## src/rtl/noise_pkg.sv

```systemverilog
// Shared types for the noise table loader: FSM state encoding, table word and table address.
package noise_pkg;

    typedef enum logic [2:0] {
        ST_IDLE,
        ST_READ,
        ST_DRAIN,
        ST_WAIT_DONE,
        ST_FINISH
    } state_e;

    typedef logic [63:0] word_t;
    typedef logic [7:0]  addr_t;

    localparam int TMO_W = 16;

endpackage

```

## src/rtl/noise_rd_pipe.sv

```systemverilog
// Delay line that carries each read strobe and its address forward by RD_LAT cycles,
// so they line up with the table memory's returned data.
module noise_rd_pipe
    import noise_pkg::*;
#(
    parameter int RD_LAT = 1
) (
    input  logic  clk,
    input  logic  rstn,
    input  logic  in_valid,
    input  addr_t in_addr,
    output logic  out_valid,
    output addr_t out_addr
);

    logic  vld_q  [RD_LAT];
    addr_t addr_q [RD_LAT];

    genvar gi;
    generate
        for (gi = 0; gi < RD_LAT; gi++) begin : g_stage
            if (gi == 0) begin : g_head
                always_ff @(posedge clk or negedge rstn) begin
                    if (!rstn) begin
                        vld_q[gi]  <= 1'b0;
                        addr_q[gi] <= '0;
                    end else begin
                        vld_q[gi]  <= in_valid;
                        addr_q[gi] <= in_addr;
                    end
                end
            end else begin : g_tail
                always_ff @(posedge clk or negedge rstn) begin
                    if (!rstn) begin
                        vld_q[gi]  <= 1'b0;
                        addr_q[gi] <= '0;
                    end else begin
                        vld_q[gi]  <= vld_q[gi-1];
                        addr_q[gi] <= addr_q[gi-1];
                    end
                end
            end
        end
    endgenerate

    assign out_valid = vld_q[RD_LAT-1];
    assign out_addr  = addr_q[RD_LAT-1];

endmodule

```

## src/rtl/noise_table_loader.sv

```systemverilog
// Streams a noise table from memory into the noise generator, then waits for its ack.
// Optional build macro NOISE_LOADER_CHECKSUM_EN adds an XOR checksum check against exp_sum.
module noise_table_loader
    import noise_pkg::*;
#(
    parameter int RD_LAT  = 1,
    parameter int TIMEOUT = 1024
) (
    input  logic        clk,
    input  logic        rstn,
    input  logic        start,
    input  logic [7:0]  num_words,
    output logic        rd_en,
    output logic [7:0]  rd_addr,
    input  logic [63:0] rd_data,
    output logic [63:0] mem_data,
    output logic [7:0]  location,
    output logic        load_mem,
    input  logic        done_wait,
`ifdef NOISE_LOADER_CHECKSUM_EN
    input  logic [63:0] exp_sum,
`endif
    output logic        busy,
    output logic        done,
    output logic        err
);

    localparam logic [TMO_W-1:0] TMO_LAST = TMO_W'(TIMEOUT - 1);

    state_e            state_q;
    addr_t             num_q;
    addr_t             issue_q;
    addr_t             rd_addr_q;
    logic              rd_en_q;
    logic              busy_q;
    logic              done_q;
    logic              err_q;
    logic [TMO_W-1:0]  tmo_q;
    word_t             mem_hold_q;
    addr_t             loc_hold_q;

    logic              pipe_vld;
    addr_t             pipe_addr;
    logic              accept;
    logic              last_word;
    logic              chk_ok;

    noise_rd_pipe #(
        .RD_LAT (RD_LAT)
    ) u_rd_pipe (
        .clk       (clk),
        .rstn      (rstn),
        .in_valid  (rd_en_q),
        .in_addr   (rd_addr_q),
        .out_valid (pipe_vld),
        .out_addr  (pipe_addr)
    );

    assign accept    = (state_q == ST_IDLE) && start && (num_words != 8'd0);
    assign last_word = pipe_vld && (pipe_addr == num_q - 8'd1);

    // Data arrives RD_LAT cycles after the strobe, so it is forwarded straight through
    // on presented cycles and a held copy covers the idle cycles.
    assign load_mem = pipe_vld;
    assign mem_data = pipe_vld ? rd_data   : mem_hold_q;
    assign location = pipe_vld ? pipe_addr : loc_hold_q;

    assign rd_en   = rd_en_q;
    assign rd_addr = rd_addr_q;
    assign busy    = busy_q;
    assign done    = done_q;
    assign err     = err_q;

    always_ff @(posedge clk or negedge rstn) begin
        if (!rstn) begin
            mem_hold_q <= '0;
            loc_hold_q <= '0;
        end else if (pipe_vld) begin
            mem_hold_q <= rd_data;
            loc_hold_q <= pipe_addr;
        end
    end

`ifdef NOISE_LOADER_CHECKSUM_EN
    word_t sum_q;
    word_t exp_q;

    always_ff @(posedge clk or negedge rstn) begin
        if (!rstn) begin
            sum_q <= '0;
            exp_q <= '0;
        end else if (accept) begin
            sum_q <= '0;
            exp_q <= exp_sum;
        end else if (pipe_vld) begin
            sum_q <= sum_q ^ rd_data;
        end
    end

    // Only consulted on the last presented word, which is folded in here.
    assign chk_ok = ((sum_q ^ rd_data) == exp_q);
`else
    assign chk_ok = 1'b1;
`endif

    always_ff @(posedge clk or negedge rstn) begin
        if (!rstn) begin
            state_q   <= ST_IDLE;
            num_q     <= '0;
            issue_q   <= '0;
            rd_addr_q <= '0;
            rd_en_q   <= 1'b0;
            busy_q    <= 1'b0;
            done_q    <= 1'b0;
            err_q     <= 1'b0;
            tmo_q     <= '0;
        end else begin
            rd_en_q <= 1'b0;
            done_q  <= 1'b0;
            case (state_q)
                ST_IDLE: begin
                    if (accept) begin
                        num_q   <= num_words;
                        issue_q <= '0;
                        err_q   <= 1'b0;
                        busy_q  <= 1'b1;
                        state_q <= ST_READ;
                    end
                end
                ST_READ: begin
                    rd_en_q   <= 1'b1;
                    rd_addr_q <= issue_q;
                    issue_q   <= issue_q + 8'd1;
                    if (issue_q == num_q - 8'd1) begin
                        state_q <= ST_DRAIN;
                    end
                end
                ST_DRAIN: begin
                    if (last_word) begin
                        if (chk_ok) begin
                            tmo_q   <= '0;
                            state_q <= ST_WAIT_DONE;
                        end else begin
                            err_q   <= 1'b1;
                            busy_q  <= 1'b0;
                            state_q <= ST_IDLE;
                        end
                    end
                end
                ST_WAIT_DONE: begin
                    if (done_wait) begin
                        done_q  <= 1'b1;
                        state_q <= ST_FINISH;
                    end else if (tmo_q >= TMO_LAST) begin
                        err_q   <= 1'b1;
                        busy_q  <= 1'b0;
                        state_q <= ST_IDLE;
                    end else if (tmo_q != '1) begin
                        tmo_q <= tmo_q + 1'b1;
                    end
                end
                ST_FINISH: begin
                    busy_q  <= 1'b0;
                    state_q <= ST_IDLE;
                end
                default: begin
                    busy_q  <= 1'b0;
                    state_q <= ST_IDLE;
                end
            endcase
        end
    end

endmodule

```

## config.mk

```make
export PLATFORM = sky130hd
export DESIGN_NAME = noise_table_loader
export DESIGN_NICKNAME = d
export VERILOG_FILES = /design/src/rtl/noise_pkg.sv /design/src/rtl/noise_rd_pipe.sv /design/src/rtl/noise_table_loader.sv
export SDC_FILE = /design/constraint.sdc
export NUM_CORES = 1
export LEC_CHECK = 0
export ABC_AREA = 1
export BUFFER_PORTS_ARGS = -buffer_cell sky130_fd_sc_hd__buf_4
export CAP_MARGIN = 10
export CORE_ASPECT_RATIO = 1.25
export CORE_MARGIN = 2
export CORE_UTILIZATION = 50
export CTS_CLUSTER_SIZE = 16
export DETAILED_ROUTE_END_ITERATION = 16
export MAX_ROUTING_LAYER = met4
export PLACE_DENSITY = 0.78
export SKIP_CTS_REPAIR_TIMING = 1
export SYNTH_ARGS = -nofsm -noshare
export SYNTH_HDL_FRONTEND = slang
export SYNTH_SLANG_ARGS = --single-unit
```

## constraint.sdc

```tcl
create_clock -name clk -period 2.7 [get_ports clk]
set_input_delay 0.54 -clock clk [delete_from_list [all_inputs] [get_ports clk]]
set_output_delay 0.54 -clock clk [all_outputs]
set_load 0.1 [all_outputs]
```

# Yosys cells after proc, flatten, opt, wreduce, memory -nomap -nowiden

Cells that the tools add are included.

Add/sub/neg operators: 3
Order comparisons: 1
Equality and inequality tests: 14
Multiplexer cells: 26
Bitwise logic cells: 1
Reduce and logical (&&, ||, !) cells: 15

Operators with widths:

| kind                    | count |
|---|---|
| $mux W16                | 4 |
| $mux W64                | 1 |
| $pmux W16 S2            | 1 |
| $add A16 B1 Y16 const B | 1 |
| $eq A8 B8 Y1            | 2 |
| $ge A16 B10 Y1 const B  | 1 |
| $mux W8                 | 2 |
| $ne A16 B16 Y1 const B  | 1 |
| $pmux W8 S2             | 1 |
| $mux W3                 | 5 |
| $ne A2 B2 Y1 const B    | 7 |
| $pmux W3 S4             | 1 |
| $reduce_and A4 Y1       | 3 |
| $mux W1                 | 9 |
| $add A8 B1 Y8 const B   | 1 |
| $reduce_bool A8 Y1      | 1 |
| $sub A8 B1 Y8 const B   | 1 |
| $eq A3 B2 Y1 const B    | 2 |
| $reduce_bool A2 Y1      | 3 |
| $reduce_and A5 Y1       | 1 |
| $reduce_and A2 Y1       | 2 |
| $eq A3 B1 Y1 const B    | 1 |
| $logic_and A1 B1 Y1     | 3 |
| $logic_not A3 Y1        | 1 |
| 5 further kinds         | 5 |

Register bits after elaboration: 128
Logic and storage cells: 73

# Longest topological paths before layout

Word-level depth: 5
Depth in mapped cells: 16
Depth with buffers taken out: 15

# Hierarchy

From an unflattened synthesis, not the netlist that was laid out.

Cell total of the unflattened synthesis: 666
Area total of the unflattened synthesis: 5656.7 um^2

By module, submodules not included:

| module             | times used | cells each | area each (um^2) | seq. area each (um^2) |
|---|---|---|---|---|
| noise_table_loader | 1          | 657        | 5431.5           | 2977.9 |
| noise_rd_pipe      | 1          | 9          | 225.2            | 225.2 |

# Worst setup path before layout

Ideal clock, no wire load.

Kind: register -> output
Start: register u_rd_pipe.vld_q (netlist: u_rd_pipe.out_valid)
End: output location[0]
Arrival time: 3314 ps
Data required time: 2160 ps
Path slack: -1154 ps
Stages on the path, launching flop included: 6
Path buffers: 3
Cell sequence: dfrtp_1 -> clkbuf_1 -> buf_2 -> buf_1 -> nor2_1 -> a21oi_1

Cells in the longest elaborated chain, start to end: 1

Ends and longest elaborated chain:

| element                         | RTL line                 | text |
|---|---|---|
| start, declared                 | noise_rd_pipe.sv:16      | `logic vld_q [RD_LAT];` |
| start signal, assigned by index | noise_rd_pipe.sv:28      | `vld_q[gi] <= in_valid;` |
| $mux W8                         | -                        |  |
| end, declared                   | noise_table_loader.sv:17 | `output logic [7:0] location,` |

Every way passes these cells.

# Worst setup path after layout

Start: register u_rd_pipe.vld_q (netlist: u_rd_pipe.out_valid)
End: output mem_data[32]

Cells in the longest elaborated chain, start to end: 1

Ends and longest elaborated chain:

| element       | RTL line                 | text |
|---|---|---|
| $mux W64      | -                        |  |
| end, declared | noise_table_loader.sv:16 | `output logic [63:0] mem_data,` |

Every way passes these cells.

==> results.sh <==
export IMPL_final_nets=765
export IMPL_grtUsageTotal_pct=23.7
export IMPL_place_congestion=0.942
export IMPL_grt_pass1_wl_microns=21400
export IMPL_yosysTopAreaCell="dfrtp_1"
export IMPL_placed_area_sq_mm=0.00698
export IMPL_slew_limit_headroom_pct=62.5
export IMPL_fin_worst_skew_ps=7.10
export IMPL_final_area_sq_mm=0.00760
export IMPL_clk_pin_slew_ps=60
export IMPL_synth_top_area_share_pct=58.3
export IMPL_num_vias=4340
export IMPL_synth_common_cells="dfrtp_1, nand2_1, mux2_2"
export IMPL_drc=0
export IMPL_diodes=0
export IMPL_die_height_microns=121
export IMPL_cts_buffers=17
export IMPL_synth_ff_type="dfrtp_1"
export IMPL_timing_final_hold_violations=0
export IMPL_ys_warn_count=0
export IMPL_area_growth_pct=38.5
export IMPL_initial_core_util_pct=51.5
export IMPL_cts_htree_levels=4
export IMPL_wire_per_inst_microns=15.8
export IMPL_post_dp_hpwl_microns=9710
export IMPL_ant_nets=0
export IMPL_io_buffers=160
export IMPL_fp_dieW_microns=97.7
export IMPL_worst_setup_path_end_kind="output pin"
export IMPL_timing_final_crit_share_pct=95.8
export IMPL_firstDrtPassIters=4
export IMPL_clk_latency_ps=400
export IMPL_cp_max_fo=30
export IMPL_synthCells=512
export IMPL_die_area_sq_mm=0.0118
export IMPL_cp_required_ps=2160
export IMPL_routed_wl_microns=13100
export IMPL_ioPinCount=161
export IMPL_finalSetupViolations=0
export IMPL_drive_above_1_share_pct=41.5
export IMPL_crit_arrival_ps=2050
export IMPL_period_needed_ps=2590
export IMPL_async_flop_share_pct=100
export IMPL_final_util_pct=71.3
export IMPL_synth_fp_nets=591
export IMPL_rsz0062_at_grt="false"
export IMPL_cts_tree="built"
export IMPL_fmax_mhz=386
export IMPL_status="completed"
export IMPL_yosys_top_cells_area="dfrtp_1, mux2_2, nand2_1"
export IMPL_worst_pin_slew_ps=557
export IMPL_via_per_inst=5.23
export IMPL_startpoint_type="register"
export IMPL_max_cap_violations=0
export IMPL_ys_seq_elements=128
export IMPL_clock_sinks=128
export IMPL_cts_buffer_depth=2
export IMPL_post_synth_cell_area_avg_sq_um=10.7
export IMPL_synth_edf_count=0
export IMPL_hold_class="in2async"
export IMPL_synthDistinctLibCells=33
export IMPL_yosysMostFrequentCell="dfrtp_1"
export IMPL_rows=42
export IMPL_finalSetupTns_ps=0
export IMPL_cts_root_buffer="clkbuf_16"
export IMPL_ys_seq_area_share_pct=58.3
export IMPL_design_core_area_sq_mm=0.0107
export IMPL_grt_max_degree=53
export IMPL_critPathKind="reg2out"
export IMPL_syn_area_sq_mm=0.00549
export IMPL_antenna_found_initial=0
export IMPL_drt_first_iter_violations=203
export IMPL_slew_violations=0
export IMPL_grt_overflow=0
export IMPL_grt_pass1_vias=4356
per-stage QoR:
| stage | std cells | setup WS [ps] | hold WS (ps) |
|---|---|---|---|
| floorplan | 512 | 65.4 | 244 |
| global placement | 799 | 514 | 387 |
| finish | 830 | 112 | 78.4 |
| global route | 830 | 22.0 | 96.2 |
| CTS | 830 | 77.6 | 83.3 |
| detailed placement | 799 | 384 | 388 |
final timing paths:
kind | start | to | slack, ps | depth (start not counted)
worst max-delay path | u_rd_pipe.out_valid | mem_data[32] | 110 | 3
worst min-delay path | rstn | mem_hold_q[37] | 80 | 1
worst max register to register | num_q[0] | tmo_q[7] | 330 | 14
worst min register to register | rd_addr[1] | u_rd_pipe.out_addr[1] | 400 | 0
max in group asynchronous | rstn | mem_hold_q[27] | 1980 | 2
min in group clk | rd_data[61] | mem_hold_q[61] | 380 | 2
cell families after synthesis:
kind of cell | Yosys count | synth area share [%]
multiplexers | 66 | 13.5
flip-flops | 128 | 58.3
buffers and inverters | 56 | 4.08
adder cells (fa/ha/maj) | 3 | 0.684
AND/OR/NAND/NOR | 206 | 16.5
AO/OA/AOI/OAI | 43 | 4.81
XOR/XNOR | 10 | 2.10
state kept, by name, summed over array words and instances, names as in the netlist:
| name | cells |
|---|---|
| tmo_q | 16 |
| u_rd_pipe.out_addr | 8 |
| err | 1 |
| u_rd_pipe.out_valid | 1 |
| busy | 1 |
| num_q | 8 |
| state_q | 3 |
| rd_en | 1 |
| loc_hold_q | 8 |
| mem_hold_q | 64 |
| rd_addr | 8 |
| issue_q | 8 |
| done | 1 |
metal layers:
| layer | vias to the layer above | global-route usage (%) | part of all wire, % |
|---|---|---|---|
| met3 | 23 | 5.93 | 6.3 |
| met1 | 2096 | 28.7 | 40 |
| met4 | 0 | 7.64 | 1.8 |
| li1 | 2047 | - | - |
| met5 | - | - | 0 |
| met2 | 174 | 39.5 | 51 |
cell usage in the layout (no fill, tap or decap), drive strengths merged, types with 3 or more instances in the layout:
master	n
a21oi	18
buf	169
bufinv	4
clkbuf	19
clkinvlp	3
dfrtp	128
ha	3
inv	45
mux2	66
nand2	97
nand3	37
nand4	8
nor2	53
nor3	5
o21ai	20
xor2	6
final cells by class:
type                    count  area (sq um)
inverters                  42           158
multi-input cells         328          2130
repair buffers            169          1320
clock buffers              19           443
clock inverters            12           183
well taps                 132           165
flip-flops and latches    128          3210
fillers                   741          3060
worst max-delay path, stage by stage (launching register included):
cell     delay, ps
dfrtp_4        750
buf_4          280
mux2_2         370
buf_4          240
Power is left out: the tool's default activity adds up to more than one toggle a clock period on the data nets, which glitch-free logic cannot reach.
